**src/rtl/mfp_eic_irq_scheduler.sv**
```systemverilog
// mfp_eic_irq_scheduler
// Collects raw interrupt lines into per-line pending state and selects the
// highest-index eligible request for the EIC parameter encoder. It also
// sequences the CPU acknowledge: the acknowledged edge latch is optionally
// cleared, then a hold-off gap passes before the next request is presented.
module mfp_eic_irq_scheduler #(
  parameter int IRQ_COUNT      = 64,
  parameter int HOLDOFF_CYCLES = 2
) (
  input  logic                 clk,
  input  logic                 reset,
  input  logic [IRQ_COUNT-1:0] signal,
  input  logic [IRQ_COUNT-1:0] sense,
  input  logic [IRQ_COUNT-1:0] mask,
  input  logic [IRQ_COUNT-1:0] sw_set,
  input  logic [IRQ_COUNT-1:0] sw_clear,
  input  logic                 autoclear_en,
  input  logic                 irq_ack,
  input  logic [7:0]           ack_number,
  output logic [IRQ_COUNT-1:0] pending,
  output logic [7:0]           irq_number,
  output logic                 irq_detected
);

  typedef enum logic [1:0] {IDLE, REQ, ACK, HOLD} state_t;

  state_t               state;
  logic [IRQ_COUNT-1:0] edge_latch;
  logic [IRQ_COUNT-1:0] signal_d;
  logic [IRQ_COUNT-1:0] eligible;
  logic [IRQ_COUNT-1:0] set_vec;
  logic [IRQ_COUNT-1:0] clr_vec;
  logic [IRQ_COUNT-1:0] auto_clr;
  logic [7:0]           ack_num_q;
  logic [3:0]           hold_cnt;
  logic [5:0]           top_idx;
  logic                 any_eligible;

  // Level lines bypass the latch, so pending reflects them in the same cycle.
  assign pending  = edge_latch | (signal & ~sense);
  assign eligible = pending & mask;

  // Priority pick: a later (higher) index overrides any earlier hit.
  always_comb begin
    top_idx      = '0;
    any_eligible = 1'b0;
    for (int i = 0; i < IRQ_COUNT; i++) begin
      if (eligible[i]) begin
        top_idx      = 6'(i);
        any_eligible = 1'b1;
      end
    end
  end

  // Auto-clear targets only the acknowledged line and only if it is edge-sensed.
  always_comb begin
    auto_clr = '0;
    if (state == ACK && autoclear_en) begin
      for (int i = 0; i < IRQ_COUNT; i++) begin
        if (ack_num_q == 8'(i)) begin
          auto_clr[i] = sense[i];
        end
      end
    end
  end

  assign set_vec = (signal & ~signal_d & sense) | sw_set;
  assign clr_vec = sw_clear | auto_clr;

  // Edge latches and edge-detect history; a set in the same cycle as a clear wins.
  always_ff @(posedge clk) begin
    if (reset) begin
      edge_latch <= '0;
      signal_d   <= '0;
    end else begin
      edge_latch <= set_vec | (edge_latch & ~clr_vec);
      signal_d   <= signal;
    end
  end

  // Request/acknowledge sequencer with registered encoder outputs.
  always_ff @(posedge clk) begin
    if (reset) begin
      state        <= IDLE;
      irq_number   <= '0;
      irq_detected <= 1'b0;
      hold_cnt     <= '0;
      ack_num_q    <= '0;
    end else begin
      case (state)
        IDLE: begin
          if (any_eligible) begin
            state        <= REQ;
            irq_number   <= {2'b00, top_idx};
            irq_detected <= 1'b1;
          end
        end
        REQ: begin
          if (irq_ack) begin
            state        <= ACK;
            irq_detected <= 1'b0;
            ack_num_q    <= ack_number;
          end else if (any_eligible) begin
            irq_number <= {2'b00, top_idx};
          end else begin
            state        <= IDLE;
            irq_detected <= 1'b0;
          end
        end
        ACK: begin
          state    <= HOLD;
          hold_cnt <= 4'(HOLDOFF_CYCLES);
        end
        HOLD: begin
          irq_detected <= 1'b0;
          if (hold_cnt <= 4'd1) begin
            state <= IDLE;
          end else begin
            hold_cnt <= hold_cnt - 4'd1;
          end
        end
        default: state <= IDLE;
      endcase
    end
  end

endmodule
```
**config.mk**
```make
export PLATFORM = sky130hd
export DESIGN_NAME = mfp_eic_irq_scheduler
export DESIGN_NICKNAME = d
export VERILOG_FILES = /design/src/rtl/mfp_eic_irq_scheduler.sv
export SDC_FILE = /design/constraint.sdc
export NUM_CORES = 1
export LEC_CHECK = 0
export CAP_MARGIN = 20
export CORE_ASPECT_RATIO = 1.1
export CORE_MARGIN = 8
export CORE_UTILIZATION = 25
export CTS_CLUSTER_SIZE = 25
export DETAILED_ROUTE_END_ITERATION = 10
export GPL_TIMING_DRIVEN = 1
export PLACE_DENSITY_LB_ADDON = 0.1
export SYNTH_ARGS = -nofsm -noshare
export SYNTH_HDL_FRONTEND = slang
export SYNTH_SLANG_ARGS = --single-unit
```
**constraint.sdc**
```tcl
create_clock -name clk -period 4.55 [get_ports clk]
set_input_delay 0.455 -clock clk [delete_from_list [all_inputs] [get_ports clk]]
set_output_delay 0.455 -clock clk [all_outputs]
set_load 0.05 [all_outputs]
```
==> summary.txt, run 1 <==
SYNTHESIS
-------------------------------------------------------------------------------------
Leading register cell type out of synthesis                              sky130_fd_sc_hd__dfxtp_1
Distinct cell type count of the synthesized netlist                                52
Post-synth EDFFs                                                                    0
Post-synthesis average cell area                                           7.826 um^2
Post-Syn Area                                                               7716 um^2
Post-synthesis cell count                                                         986
Post-synthesis async set-or-reset flop share                                       0%
Share of the yosys chip area belonging to registers                            38.66%
Total number of yosys warnings                                                      0
FF+latch count, synth                                                             149

DRT
-------------------------------------------------------------------------------------
Drt drc                                                                             0
DR WL/cell                                                                   21.24 um
Number of nets still failing antenna checks after routing                           0
Via count                                                                        8738
Total routed wirelength                                                      38.54 mm
Drt first pass iters                                                                5
Post-detailed-route via-to-cell ratio                                           4.817
1st-iter DRT viols                                                                417

FINISH
-------------------------------------------------------------------------------------
Fill cell count                                                                  3146
Post-Layout Inst Area                                                      12910 um^2
Most frequent cells in the layout                                        sky130_fd_sc_hd__clkdlybuf4s50_1 (401), sky130_fd_sc_hd__dfxtp_1 (149), sky130_fd_sc_hd__nor2b_1 (127)
Storage cell area                                                           2983 um^2
Proportion of layout cells with a drive suffix above 1                         7.791%
Final Net Count                                                                  1722
Fin util                                                                       42.43%
Multi-input logic area                                                      4379 um^2
Most common library cell in the layout ignoring fill and taps            sky130_fd_sc_hd__clkdlybuf4s50_1
Signed area change from the synthesized netlist to the final layout            67.34%

MIN PATH
-------------------------------------------------------------------------------------
Hold Crit Class                                                          flop to flop
Worst Hold End                                                           edge_latch[0]$_SDFF_PP0_
Beginning of the worst hold path                                         edge_latch[0]$_SDFF_PP0_
Count of cells along the worst hold path                                            2

STA
-------------------------------------------------------------------------------------
Final min period                                                              3112 ps
Crit share post-route                                                          68.39%
Number of failing setup endpoints in the final timing report                        0
Number of slew-limit violations in the final report                                 0
Maximum clock rate                                                          321.4 MHz
Accumulated negative setup slack                                                 0 ps
Worst max-slew margin expressed relative to the limit                          19.95%
Worst-case clock skew                                                        17.16 ps
RSZ-0062 raised after global routing                                               no
Count of final hold-check violations                                                0
Slew of the pin with the lowest slew margin                                   1196 ps
Min Hold Slack                                                               481.8 ps

GRT
-------------------------------------------------------------------------------------
Number of global-route vias before repair                                        8916
Maximum number of pins on one net before global-route repair                       85
GRT Util Overall                                                               20.31%
Number of antenna violations at the first check in global routing                   3
Wire length of the first global-routing pass                                 55.55 mm
GRT overflow                                                                        0

FLOORPLANNING
-------------------------------------------------------------------------------------
Chip height                                                                  200.3 um
Die ar.                                                                    36750 um^2
Row cnt                                                                            67
Die outline width                                                            183.5 um
Initial core utilization                                                       25.36%
Core area                                                                  30430 um^2
Number of ports placed on the die boundary                                        405

CLOCK TREE
-------------------------------------------------------------------------------------
Clk_lat worst skew                                                             440 ps
Number of clock sinks                                                             149
TritonCTS clock tree                                                             done
Count of cells resized by post-cts repair                                           0
Clk Tree Root Cell                                                       sky130_fd_sc_hd__clkbuf_16
Inserted Clock Buffers                                                             17
Clock-pin slew of the registers on the worst-case setup and hold paths          70 ps
Cts hold-fix bufs                                                                   0
Number of setup buffers added after CTS                                             0
Buffer depth of the longest clock path                                              2
H-tree level count                                                                  4

STATUS
-------------------------------------------------------------------------------------
Outcome                                                                  finished clean

PWR
-------------------------------------------------------------------------------------
Net switching power figure                                                    1215 uW
Sw Ratio                                                                       28.95%
Pwr Total                                                                     4197 uW
Internal power                                                                2982 uW
Clk network pwr share                                                           39.8%
Cell leakage power                                                        0.004754 uW
Share of power burned in combinational logic                                    25.9%
Total power per unit cell area                                           325.0 nW/um^2
Peak VDD IR                                                               0.0001479 V
Part of the total power dissipated in sequential elements                       34.4%

WORST SETUP PATH
-------------------------------------------------------------------------------------
Origin of the critical flop-to-flop path                                 edge_latch[6]$_SDFF_PP0_
CP Class                                                                 input port to flop
Data arrival, critical path                                                   3460 ps
Category of the worst setup path launch point                              input port
Setup slack, reg-to-reg                                                       1700 ps
R2R depth                                                                           6
Kind of capture point of the worst setup path                                    flop
Data required time at the worst endpoint                                      4900 ps
End of the worst register-to-register path                               irq_number[5]$_SDFFE_PP0P_
Crit-path max FO                                                                   12

PLACEMENT
-------------------------------------------------------------------------------------
Cell area after placement                                                  12240 um^2
Sum of net half-perimeters after detailed placement                          31.31 mm
Port buffer count                                                                 402
Routability congestion estimate from global placement                          0.8244

FLOW RUN
-------------------------------------------------------------------------------------
Number of maximum-capacitance constraint violations                                 0

-- power groups by stage --
stage / Clock [uW] / Sequential (uW) / Combinational (uW)
floorplan: 0 / 1480 / 522
global placement: 0 / 1470 / 1090
detailed placement: 0 / 1470 / 1090
CTS: 1720 / 1440 / 1090
global route: 1770 / 1450 / 1160
finish: 1670 / 1440 / 1080
-- area by class of cell --
class	count	area share [%]
multi-input combinational	735	33.91
timing repair buffer	409	31.55
sequential	149	23.10
tap	414	4.012
clock buffer	22	3.672
inverter	76	2.209
clock inverter	8	1.521
antenna	1	0.01938
-- synthesized netlist by cell type, drive strengths merged, types with 2 or more instances --
master   number  share of area (%)
dfxtp       149                 39
nor2b       127                 10
a21oi        85                5.6
nand3        80                5.2
inv          76                3.7
o21ai        71                4.6
a31oi        70                5.7
nand3b       64                6.2
or2          64                5.2
nand2        41                2.0
nor2         35                1.7
clkbuf       24                1.2
nand4        19                1.5
nor3          9               0.58
a311oi        8               0.99
o211ai        7               0.68
nand2b        6               0.49
nor4          5               0.57
and2          4               0.32
nor4b         4               0.54
a221oi        3               0.34
a32o          3               0.39
buf           3               0.34
o21a          3               0.29
a211oi        2               0.19
a21boi        2               0.19
and3          2               0.16
ha            2               0.32
o2111ai       2               0.23
o31ai         2               0.19
-- how the worst max path moves through the flow --
stage	start	end	slack, ps
2_1_floorplan	signal[50]	irq_number[0]$_SDFFE_PP0P_	2030
3_3_place_gp	signal[15]	irq_number[4]$_SDFFE_PP0P_	1130
3_5_place_dp	signal[6]	irq_number[5]$_SDFFE_PP0P_	1090
4_1_cts	signal[6]	irq_number[4]$_SDFFE_PP0P_	1540
5_1_grt	signal[11]	irq_number[4]$_SDFFE_PP0P_	1180
6_report	signal[6]	irq_number[5]$_SDFFE_PP0P_	1440
-- flip-flops by register name (all words and copies together) (netlist names), named ones only --
name / cells
ack_num_q: 8
edge_latch: 64
hold_cnt: 4
irq_detected: 1
irq_number: 6
signal_d: 64
state: 1
-- worst max-delay path: stages --
cell	delay (ps)
sky130_fd_sc_hd__clkdlybuf4s50_1	430
sky130_fd_sc_hd__nor2b_1	150
sky130_fd_sc_hd__o21ai_0	410
sky130_fd_sc_hd__nand4_1	210
sky130_fd_sc_hd__nor4_1	850
sky130_fd_sc_hd__a41oi_1	300
sky130_fd_sc_hd__and2_1	350
sky130_fd_sc_hd__a311oi_1	300
-- kinds of logic (layout without fill, tap and decap cells) --
group / Yosys count / in the layout / synth area share, %
simple gates: 464 / 464 / 35.33
flops: 149 / 149 / 38.66
buf+inv: 103 / 515 / 5.205
fa+ha+maj: 2 / 2 / 0.3243
other cells: 1 / 3 / 0.04860
compound gates: 267 / 267 / 20.43
-- stage by stage --
stage,worst slack [ps],instances
6_report,1438,1814
5_1_grt,1183,1814
4_1_cts,1540,1813
3_5_place_dp,1090,1783
3_3_place_gp,1130,1783
2_1_floorplan,2026,987
-- per-layer routing --
layer  track usage [%]  wire [um]
met5                 0         27
met3             6.933       3354
met1             22.32      14870
met4             7.907       1188
met2             35.31      19100
No activity file was read; power rests on OpenSTA's default activity.
==> inputs of run 2 (changes only) <==
- clock period: 4.55 -> 2.86 ns (I/O delays scaled with it)
==> summary.txt, run 2 (synthesized netlist as in run 1, its figures left out) <==
FLOORPLANNING
-------------------------------------------------------------------------------------
Initial core utilization                                                       25.36%   unchanged
Chip height                                                                  200.3 um   unchanged
Core area                                                                  30430 um^2   unchanged
Die outline width                                                            183.5 um   unchanged
Number of ports placed on the die boundary                                        405   unchanged
Row cnt                                                                            67   unchanged
Die ar.                                                                    36750 um^2   unchanged

WORST SETUP PATH
-------------------------------------------------------------------------------------
Crit-path max FO                                                                    4   -8
Category of the worst setup path launch point                              input port
Crit path launch                                                           signal[34]
Kind of capture point of the worst setup path                                    flop
Worst path buffer plus inverter count                                               2   +1
Depth of the critical timing path with buffers and inverters included               9   +1
Crit-path max cell delay                                                       820 ps   -30 ps
End of the worst register-to-register path                               irq_number[0]$_SDFFE_PP0P_
Data required time at the worst endpoint                                      3140 ps   -1760 ps
R2R depth                                                                           7   +1
Family with the most delay on the worst path                             compound AO/OA/AOI/OAI gates
Data arrival, critical path                                                   2770 ps   -690 ps
Origin of the critical flop-to-flop path                                 edge_latch[33]$_SDFF_PP0_
Crit path cell chain                                                     clkdlybuf4s50_1 > nor2b_1 > o21ai_1 > a32o_1 > a2111oi_0 > buf_4 > nor4b_2 > nand3_1 > a311oi_2
Critical Path End                                                        irq_number[0]$_SDFFE_PP0P_
Cell with the largest stage delay on the worst path                      sky130_fd_sc_hd__a2111oi_0
CP Class                                                                 input port to flop
Setup slack, reg-to-reg                                                        500 ps   -1200 ps

GRT
-------------------------------------------------------------------------------------
GRT overflow                                                                        0   unchanged
Maximum number of pins on one net before global-route repair                       52   -39%
Met2 global-route usage                                                        36.96%   +1.6 points
GRT Util Overall                                                               20.37%   +0.059 points
GRT busiest layer                                                                met2
Wire length of the first global-routing pass                                 56.68 mm   +2.0%
Number of antenna violations at the first check in global routing                   5   +2
GRT met1 Usage                                                                 22.51%   +0.19 points
Number of global-route vias before repair                                        9364   +5.0%
Met3 capacity usage during global routing                                      6.770%   -0.16 points

FINISH
-------------------------------------------------------------------------------------
Most common library cell in the layout ignoring fill and taps            sky130_fd_sc_hd__clkdlybuf4s50_1
Signed area change from the synthesized netlist to the final layout            73.59%
Proportion of layout cells with a drive suffix above 1                         12.36%   +4.6 points
Storage cell area                                                           2983 um^2   unchanged
Fill cell count                                                                  3140   -0.19%
Top flop regs                                                            edge_latch x64, signal_d x64, ack_num_q x8
Most frequent cells in the layout                                        sky130_fd_sc_hd__clkdlybuf4s50_1 (401), sky130_fd_sc_hd__dfxtp_1 (149), sky130_fd_sc_hd__nor2b_1 (127)
Multi-input logic area                                                      4379 um^2   unchanged
Final Net Count                                                                  1794   +4.2%
Post-route insts no fill                                                         1888   +4.1%

DRT
-------------------------------------------------------------------------------------
1st-iter DRT viols                                                                385   -7.7%
Drt first pass iters                                                                5   unchanged
DR WL/cell                                                                   20.33 um   -4.3%
Via count                                                                        8861   +1.4%
Total routed wirelength                                                      38.38 mm   -0.42%
Drt drc                                                                             0   unchanged
Post-detailed-route via-to-cell ratio                                           4.693   -2.6%
Number of nets still failing antenna checks after routing                           0   unchanged

PWR
-------------------------------------------------------------------------------------
Peak VDD IR                                                               0.0002561 V   +73%
Total power per unit cell area                                           481.4 nW/um^2   +48%
Pwr Total                                                                     6448 uW   +54%
Cell leakage power                                                        0.005080 uW   +6.8%

PLACEMENT
-------------------------------------------------------------------------------------
Routability congestion estimate from global placement                          0.8508   +3.2%
Pre-CTS setup slack                                                         -85.32 ps   -1175 ps
Inst Count DP                                                                    1855   +4.0%
Port buffer count                                                                 402   unchanged
Sum of net half-perimeters after detailed placement                          32.18 mm   +2.8%

CLOCK TREE
-------------------------------------------------------------------------------------
Cts hold-fix bufs                                                                   0   unchanged
Inserted Clock Buffers                                                             17   unchanged
Clk_lat worst skew                                                             430 ps   about the same
Buffer depth of the longest clock path                                              2   unchanged
Number of clock sinks                                                             149   unchanged
Number of setup buffers added after CTS                                             0   unchanged
H-tree level count                                                                  4   unchanged
Clk Tree Root Cell                                                       sky130_fd_sc_hd__clkbuf_16
TritonCTS clock tree                                                             done
Count of cells resized by post-cts repair                                           0   unchanged
Clock-pin slew of the registers on the worst-case setup and hold paths          70 ps   about the same

STA
-------------------------------------------------------------------------------------
Count of final hold-check violations                                                0   unchanged
Crit share post-route                                                          86.84%
Maximum clock rate                                                          402.6 MHz
RSZ-0062 raised after global routing                                               no
Slew of the pin with the lowest slew margin                                  903.3 ps   -292.9 ps
Min Hold Slack                                                               372.1 ps   -109.7 ps
Number of failing setup endpoints in the final timing report                        0   unchanged
Number of slew-limit violations in the final report                                 0   unchanged
Worst-case clock skew                                                        13.80 ps   -3.353 ps
PnR worst setup slack                                                        376.3 ps   -1062 ps
Final min period                                                              2484 ps
Worst max-slew margin expressed relative to the limit                          38.22%   +18 points

MIN PATH
-------------------------------------------------------------------------------------
Hold Crit Class                                                          input port to flop

STATUS
-------------------------------------------------------------------------------------
Outcome                                                                  finished clean

FLOW RUN
-------------------------------------------------------------------------------------
Number of maximum-capacitance constraint violations                                 0   unchanged

## run 2: cell count changes in the layout (fill, tap and decap cells not counted), sizes merged
cell,delta
clkinvlp,+2
buf,+72
clkinv,+2
clkbuf,-1
inv,+2
bufinv,-3
## run 2: how the worst min path moves through the flow
stage / start / cells past startpoint / slack (ps) / endpoint
floorplan: signal[0] / 1 / 410 / signal_d[0]$_SDFF_PP0_
global placement: edge_latch[0]$_SDFF_PP0_ / 2 / 470 / edge_latch[0]$_SDFF_PP0_
detailed placement: edge_latch[3]$_SDFF_PP0_ / 2 / 480 / edge_latch[3]$_SDFF_PP0_
CTS: reset / 2 / 370 / signal_d[12]$_SDFF_PP0_
global route: reset / 2 / 390 / signal_d[19]$_SDFF_PP0_
finish: reset / 2 / 370 / signal_d[15]$_SDFF_PP0_
## run 2: cell type report
class	instances	share of cell area, %
Antenna cell	1	0.01868
Clock inverter	11	1.112
Inverter	76	2.130
Timing Repair Buffer	481	34.54
Sequential cell	149	22.27
Tap cell	414	3.867
Multi-Input combinational cell	735	32.69
Clock buffer	21	3.363
## run 2: worst register-to-register path, stage by stage (launching register included)
cell and delay, ps:
sky130_fd_sc_hd__dfxtp_1 310, sky130_fd_sc_hd__or2_2 300, sky130_fd_sc_hd__a32o_1 320, sky130_fd_sc_hd__a2111oi_0 820, sky130_fd_sc_hd__buf_4 240, sky130_fd_sc_hd__nor4b_2 40
sky130_fd_sc_hd__nand3_1 90, sky130_fd_sc_hd__a311oi_2 100
## run 2: routing by layer
metal  wire [um]  up-vias
li1            -     4464
met1       15130     4084
met2       19600      266
met3        3041       39
met4         549        8
met5          49        -
## run 2: metrics by stage
stage | setup TNS (ps) | util [%] | area [um^2]
detailed placement | -419.1 | 42.04 | 12790
global placement | -313.8 | 42.04 | 12790
finish | 0 | 44.02 | 13390
global route | 0 | 44.02 | 13390
CTS | 0 | 44.01 | 13390
floorplan | 0 | - | 7720
## run 2: report_power, final
part | total, uW | internal [uW] | switching, uW
combinational | 1790 | 882 | 908
clock | 2370 | 1400 | 964
sequential | 2290 | 2210 | 80.4
==> inputs of run 3 (changes only) <==
- CORE_ASPECT_RATIO: 1.1 -> 1.75
==> summary.txt, run 3 (synthesized netlist as in run 1, its figures left out) <==
FLOORPLANNING
-------------------------------------------------------------------------------------
Chip height                                                                  248.4 um   +24%
Initial core utilization                                                       25.19%   -0.16 points
Core area                                                                  30630 um^2   +0.65%
Row cnt                                                                            85   +27%
Die outline width                                                            148.8 um   -19%
Number of ports placed on the die boundary                                        405   unchanged
Die ar.                                                                    36960 um^2   +0.59%

WORST SETUP PATH
-------------------------------------------------------------------------------------
Cell with the largest stage delay on the worst path                      sky130_fd_sc_hd__nor4_1
Kind of capture point of the worst setup path                                    flop
Data arrival, critical path                                                   2900 ps   +130 ps
CP Class                                                                 input port to flop
Setup slack, reg-to-reg                                                        380 ps   -120 ps
Category of the worst setup path launch point                              input port
Origin of the critical flop-to-flop path                                 edge_latch[2]$_SDFF_PP0_
Data required time at the worst endpoint                                      3220 ps   +80 ps
Crit-path max FO                                                                   12   +8
Crit-path max cell delay                                                       460 ps   -360 ps
R2R depth                                                                           7   unchanged
Crit path cell chain                                                     clkdlybuf4s50_1 > nor2b_1 > o21ai_0 > o2111ai_1 > nor4_1 > buf_4 > a41oi_1 > and2_1 > a311oi_1
End of the worst register-to-register path                               irq_number[2]$_SDFFE_PP0P_

STA
-------------------------------------------------------------------------------------
Worst-case clock skew                                                        10.36 ps   -3.441 ps
Number of slew-limit violations in the final report                                 0   unchanged
Worst max-slew margin expressed relative to the limit                          49.12%   +11 points
Crit share post-route                                                          88.94%   +2.1 points
Number of failing setup endpoints in the final timing report                        0   unchanged
Maximum clock rate                                                          393.1 MHz   -2.4%
PnR worst setup slack                                                        316.2 ps   -60.15 ps
Count of final hold-check violations                                                0   unchanged
Final min period                                                              2544 ps   +60.15 ps
Slew of the pin with the lowest slew margin                                  744.0 ps   -159.3 ps
RSZ-0062 raised after global routing                                               no

CLOCK TREE
-------------------------------------------------------------------------------------
Inserted Clock Buffers                                                             17   unchanged
Buffer depth of the longest clock path                                              2   unchanged
Number of setup buffers added after CTS                                             0   unchanged
Clk_lat worst skew                                                             450 ps   +20 ps
Number of clock sinks                                                             149   unchanged
Count of cells resized by post-cts repair                                           0   unchanged
H-tree level count                                                                  4   unchanged
Cts hold-fix bufs                                                                   0   unchanged
TritonCTS clock tree                                                             done
Clk Tree Root Cell                                                       sky130_fd_sc_hd__clkbuf_16
Clock-pin slew of the registers on the worst-case setup and hold paths          60 ps   about the same

FINISH
-------------------------------------------------------------------------------------
Proportion of layout cells with a drive suffix above 1                         13.09%   +0.73 points
Signed area change from the synthesized netlist to the final layout            74.62%
Multi-input logic area                                                      4379 um^2   unchanged
Storage cell area                                                           2983 um^2   unchanged
Post-route insts no fill                                                         1877   -0.58%
Top flop regs                                                            edge_latch x64, signal_d x64, ack_num_q x8
Final Net Count                                                                  1804   +0.56%
Fill cell count                                                                  3172   +1.0%
Most frequent cells in the layout                                        sky130_fd_sc_hd__clkdlybuf4s50_1 (401), sky130_fd_sc_hd__dfxtp_1 (149), sky130_fd_sc_hd__nor2b_1 (127)
Most common library cell in the layout ignoring fill and taps            sky130_fd_sc_hd__clkdlybuf4s50_1

STATUS
-------------------------------------------------------------------------------------
Outcome                                                                  finished clean

DRT
-------------------------------------------------------------------------------------
Total routed wirelength                                                      41.16 mm   +7.3%
DR WL/cell                                                                   21.93 um   +7.9%
Post-detailed-route via-to-cell ratio                                           4.862   +3.6%
Via count                                                                        9126   +3.0%
Drt first pass iters                                                                8   +3
Drt drc                                                                             0   unchanged
1st-iter DRT viols                                                                302   -22%
Number of nets still failing antenna checks after routing                           0   unchanged

GRT
-------------------------------------------------------------------------------------
GRT Util Overall                                                               22.01%   +1.6 points
Number of antenna violations at the first check in global routing                   3   -2
GRT overflow                                                                        0   unchanged
Wire length of the first global-routing pass                                 60.22 mm   +6.3%
Maximum number of pins on one net before global-route repair                       59   +13%
Number of global-route vias before repair                                        9822   +4.9%

PLACEMENT
-------------------------------------------------------------------------------------
Pre-CTS setup slack                                                         -212.5 ps   -127.2 ps
Routability congestion estimate from global placement                          0.8925   +4.9%
Sum of net half-perimeters after detailed placement                          34.82 mm   +8.2%
Port buffer count                                                                 402   unchanged
Inst Count DP                                                                    1842   -0.70%

PWR
-------------------------------------------------------------------------------------
Total power per unit cell area                                           487.9 nW/um^2   +1.3%
Cell leakage power                                                        0.005142 uW   +1.2%
Pwr Total                                                                     6574 uW   +1.9%
Peak VDD IR                                                               0.0004415 V   +72%

FLOW RUN
-------------------------------------------------------------------------------------
Number of maximum-capacitance constraint violations                                 0   unchanged

MIN PATH
-------------------------------------------------------------------------------------
Hold Crit Class                                                          input port to flop
Beginning of the worst hold path                                                reset
Count of cells along the worst hold path                                            2   unchanged
Worst Hold End                                                           signal_d[19]$_SDFF_PP0_

==> run 3: worst max path at each step <==
| stage | start | endpoint | cells after the start |
|---|---|---|---|
| after floorplan | signal[50] | irq_number[0]$_SDFFE_PP0P_ | 8 |
| after global placement | signal[7] | irq_number[0]$_SDFFE_PP0P_ | 10 |
| after detailed placement | signal[2] | irq_number[2]$_SDFFE_PP0P_ | 9 |
| after CTS | signal[2] | irq_number[2]$_SDFFE_PP0P_ | 9 |
| after global routing | signal[2] | irq_number[2]$_SDFFE_PP0P_ | 9 |
| final | signal[2] | irq_number[2]$_SDFFE_PP0P_ | 9 |
==> run 3: per-layer routing <==
metal | part of all wire [%] | vias up | GRT usage (%)
met5 | 0 | - | 0
met4 | 3.5 | 0 | 9.707
met3 | 5.7 | 55 | 5.474
met2 | 57 | 286 | 43.82
met1 | 34 | 4286 | 20.04
li1 | - | 4499 | -
==> run 3: report_power, final <==
part	switching [uW]	total, uW	internal (uW)	leakage (uW)
Sequential	82.0	2290	2210	0.00124
Combinational	931	1830	901	0.00360
Clock	980	2450	1470	0.000302
==> run 3: through the flow <==
step           setup TNS (ps)  hold WS [ps]  cell area, um^2  util [%]
4_1_cts                     0         350.8            13460     43.96
3_5_place_dp            -1047         476.3            12840     41.92
2_1_floorplan               0         414.2             7720         -
6_report                    0         347.6            13470     43.99
5_1_grt                     0         377.6            13470     43.98
3_3_place_gp           -441.7         472.1            12840     41.92
==> run 3: cell type report <==
type / instances / share of cell area [%]
Timing Repair Buffer: 491 / 34.90
Multi-Input combinational cell: 735 / 32.50
Sequential cell: 149 / 22.14
Tap cell: 391 / 3.631
Clock buffer: 21 / 3.566
Inverter: 76 / 2.117
Clock inverter: 10 / 1.077
Antenna cell: 4 / 0.07429
==> run 3: critical path: cells and delay by family <==
family / cells / cell delay [ps]
simple gates: 3 / 930
compound gates: 4 / 1030
buf+inv: 2 / 650
